`src/rtl/rca_seq_ctrl.sv`:
```
// rca_seq_ctrl: multi-precision add sequencer that time-shares one external
// WIDTH-bit ripple-carry adder, processing one slice per cycle from the LSB
// slice upwards and feeding each slice's carry-out into the next slice.
// Optional build macro: RCA_SEQ_SUB_EN adds a 'sub' input that turns the
// operation into op_a - op_b (two's complement, cout=1 means no borrow).
module rca_seq_ctrl #(
    parameter int WIDTH  = 8,
    parameter int NWORDS = 4
) (
    input  logic                    clk,
    input  logic                    rst_n,
    input  logic                    start,
    input  logic [WIDTH*NWORDS-1:0] op_a,
    input  logic [WIDTH*NWORDS-1:0] op_b,
    input  logic                    cin,
`ifdef RCA_SEQ_SUB_EN
    input  logic                    sub,
`endif
    output logic                    busy,
    output logic                    done,
    output logic [WIDTH*NWORDS-1:0] sum,
    output logic                    cout,
    output logic [WIDTH-1:0]        add_a,
    output logic [WIDTH-1:0]        add_b,
    output logic                    add_cin,
    input  logic [WIDTH-1:0]        add_sum,
    input  logic                    add_cout
);

    localparam int TW = WIDTH * NWORDS;
    localparam int IW = (NWORDS > 1) ? $clog2(NWORDS) : 1;
    localparam logic [IW-1:0] LAST_IDX = IW'(NWORDS - 1);

    localparam logic [1:0] IDLE = 2'd0;
    localparam logic [1:0] RUN  = 2'd1;
    localparam logic [1:0] DONE = 2'd2;

    logic [1:0]    state;
    logic [TW-1:0] a_reg;
    logic [TW-1:0] b_reg;
    logic [IW-1:0] idx;
    logic          carry;
    logic [TW-1:0] b_load;
    logic          c_load;

    // Choose the B operand and initial carry that get latched on an accepted start
    always_comb begin
        b_load = op_b;
        c_load = cin;
`ifdef RCA_SEQ_SUB_EN
        if (sub) begin
            b_load = ~op_b;
            c_load = 1'b1;
        end
`endif
    end

    // Sequencer: latch operands, walk the slices through the adder, then pulse done
    always_ff @(posedge clk or negedge rst_n) begin
        if (!rst_n) begin
            state <= IDLE;
            a_reg <= '0;
            b_reg <= '0;
            idx   <= '0;
            carry <= 1'b0;
            sum   <= '0;
            cout  <= 1'b0;
        end else begin
            case (state)
                IDLE: begin
                    if (start) begin
                        a_reg <= op_a;
                        b_reg <= b_load;
                        carry <= c_load;
                        idx   <= '0;
                        state <= RUN;
                    end
                end
                RUN: begin
                    sum[int'(idx)*WIDTH +: WIDTH] <= add_sum;
                    carry <= add_cout;
                    if (idx == LAST_IDX) begin
                        cout  <= add_cout;
                        idx   <= '0;
                        state <= DONE;
                    end else begin
                        idx <= idx + 1'b1;
                    end
                end
                DONE: begin
                    state <= IDLE;
                end
                default: begin
                    state <= IDLE;
                end
            endcase
        end
    end

    // Present the current slice to the external adder only while running
    always_comb begin
        add_a   = '0;
        add_b   = '0;
        add_cin = 1'b0;
        if (state == RUN) begin
            add_a   = a_reg[int'(idx)*WIDTH +: WIDTH];
            add_b   = b_reg[int'(idx)*WIDTH +: WIDTH];
            add_cin = carry;
        end
    end

    assign busy = (state != IDLE);
    assign done = (state == DONE);

endmodule
```
`config.mk`:
```
export PLATFORM = sky130hd
export DESIGN_NAME = rca_seq_ctrl
export DESIGN_NICKNAME = d
export VERILOG_FILES = /design/src/rtl/rca_seq_ctrl.sv
export SDC_FILE = /design/constraint.sdc
export NUM_CORES = 1
export LEC_CHECK = 0
export CAP_MARGIN = 40
export CORE_UTILIZATION = 44
export CTS_BUF_LIST = sky130_fd_sc_hd__clkbuf_8
export CTS_CLUSTER_SIZE = 12
export DETAILED_ROUTE_END_ITERATION = 10
export DONT_BUFFER_PORTS = 1
export SYNTH_ARGS = -nofsm -noshare
export SYNTH_HDL_FRONTEND = slang
export SYNTH_SLANG_ARGS = --single-unit
export TNS_END_PERCENT = 30
```
`constraint.sdc`:
```
create_clock -name clk -period 2.2 [get_ports clk]
set_input_delay 0.11 -clock clk [delete_from_list [all_inputs] [get_ports clk]]
set_output_delay 0.11 -clock clk [all_outputs]
set_load 0.01 [all_outputs]
```
==> metrics.txt <==
register area=2550 µm²; die width=103 µm; ANT nets after route=0; first-pass GRT wire length=15600 µm; Layout Area Growth over Synthesis=23.9%; commonest non-fill, non-tap cells in the layout=dfrtp_1, dlygate4sd3_1, mux2_2; Post-Syn Nets=435; register bit total from synthesis=102; DIE AREA=10600 µm²; pwr dens=1340 nW/µm²; pin count of the biggest net entering global routing=103; detailed placer's ending HPWL=6200 µm; cells after synthesis=352; H-tree levels=3; WP depth=3; M1 WL=4030 µm; VDD IR max=0.645 mV; hold_ws=-550 ps; Yosys cell types=27; Initial Utilization=0.456; skew final=13.7 ps; antenna violations before repair=0; Post-Layout Cell Count=562; WS Path Type=reg -> out; Tcrit/Tclk final=0.955; placed cells=474; Residual DRC=0; final WL=9850 µm; Clock Tree Buf Depth=2; Synth Flop Type=dfrtp_1; EDFF count, synth=0; Hold-fix buffers, CTS=73; via count=2957; Nets=508; critical path, cell by cell=or3b_1, buf_4, o22ai_1; top achievable clock speed=476 MHz; DR WL met2=5040 µm; grt total ovfl=0; Pre-antenna DRT Iters=4; max cap viols=0; WL/cell=17.5 µm; CTS sink count=102; Worst Setup Start Kind=flip-flop; crit end category=output port; Reg clk slew, reported paths=90 ps; failing checks=hold timing; # fillers=886; Setup Buffers After CTS=0; die height=103 µm; Slowest-stage cell, CP=or3b_1; crit-path max cell delay=570 ps; DR top layer=met4; RePlAce Congestion=0.667; final max-slew violation count=0; async set-reset flop share out of synthesis=1.00; metal3 WL=687 µm; Clock Latency Late Sink=350 ps; Core Util, Final=0.565; Hold Fails Final Rpt=102; CP max FO=12; status=finished, violations left; Worst path top cell family by delay=simple AND/OR/NAND/NOR gates; Least-Margin Pin Slew=548 ps; row count=36; commonest non-fill, non-tap cell in the layout=dfrtp_1; final setup fails=0; Via density=5.26; IO Count=129; number of global-route vias before repair=3133; Rel. slew slack=0.633; Mapped Area=4480 µm²; PortBufs=0; Ys Warns=0; GRT Total Usage=0.193; Mapped Avg Cell Area=12.7 µm²; Hold/Removal Path Class=in -> async; CTS tree=done; initial DRC count=74; footprint of the multi-input gates=1820 µm²; CORE AREA=9820 µm²; Setup TNS=0 ps; Worst Path Buf+Inv=1; RSZ-0062 raised after global routing=no; min cycle time layout=2100 ps; # diodes=0; leakage power=2.35 nW; CP required=2090 ps; CTS Buf Count=9; R2R cell count=5; sequential area share after synthesis=0.570; clock root buffer=clkbuf_8; WP data arrival=1990 ps; share of layout cells above drive strength 1=0.224
==> cell type report <==
type,instances,area share
clock buffers,10,0.0248
clock inverters,5,0.00631
inverters,4,0.00271
multi-input cells,225,0.328
flip-flops and latches,102,0.460
well taps,133,0.0300
repair buffers,83,0.147
==> path summary, 6_finish.rpt <==
kind,endpoint,start,slack [ps]
min in group clk,carry$_DFFE_PN0P_,start,20
setup / recovery,add_a[7],state[0]$_DFFE_PN0P_,100
hold reg to reg,b_reg[6]$_DFFE_PN0P_,b_reg[6]$_DFFE_PN0P_,510
hold / removal,sum[30]$_DFFE_PN0P_,rst_n,-550
setup reg to reg,sum[17]$_DFFE_PN0P_,idx[0]$_DFFE_PN0P_,420
max in group asynchronous,carry$_DFFE_PN0P_,rst_n,2550
==> report_power, final <==
group / total [W] / internal [W] / switching [W] / leakage, nW
Combinational: 0.00296 / 0.00147 / 0.00149 / 1.00
Clock: 0.00105 / 0.000437 / 0.000615 / 0.0822
Sequential: 0.00341 / 0.00276 / 0.000648 / 1.26
==> stage by stage <==
step / hold slack (ps) / power [W] / area, µm² / setup slack (ps)
6_report: -550 / 0.00742 / 5550 / 98.2
3_5_place_dp: -181 / 0.00632 / 4640 / 378
4_1_cts: -577 / 0.00749 / 5550 / 65.4
3_3_place_gp: -181 / 0.00622 / 4640 / 404
2_1_floorplan: -186 / 0.00566 / 4490 / 5.54
5_1_grt: -594 / 0.00796 / 5550 / 2.01
==> cell families (layout without fill, tap and decap cells) <==
| family | Yosys count | after routing | share of synthesized area |
|---|---|---|---|
| and+or+nand+nor | 68 | 68 | 0.0768 |
| DFF | 102 | 102 | 0.570 |
| muxes | 97 | 97 | 0.235 |
| buffers and inverters | 25 | 102 | 0.0271 |
| AOI/OAI and AO/OA | 54 | 54 | 0.0743 |
| adders and majority gates | 6 | 6 | 0.0168 |
==> metal layers <==
| layer | vias up | GRT usage |
|---|---|---|
| met3 | 10 | 0.0651 |
| met4 | 0 | 0.0455 |
| met2 | 88 | 0.337 |
| li1 | 1389 | - |
| met5 | - | 0 |
| met1 | 1470 | 0.231 |
==> Yosys cell counts, drive strengths merged (3+ instances only) <==
cell type / instances / share of area
o21ai: 24 / 0.027
inv: 4 / 0.0034
clkbuf: 6 / 0.0050
dfrtp: 102 / 0.57
mux2i: 32 / 0.072
buf: 15 / 0.019
nand3b: 4 / 0.0067
nand2: 51 / 0.043
o22ai: 16 / 0.022
ha: 6 / 0.017
o31ai: 3 / 0.0050
a22o: 8 / 0.016
mux2: 65 / 0.16
==> what timing repair did <==
action / CTS / global route
endpoints found under the hold margin: 200 / 102
gates resized for setup: 0 / 1
setup endpoints to repair: 0 / 3
Power figures use the tool's default switching activity.
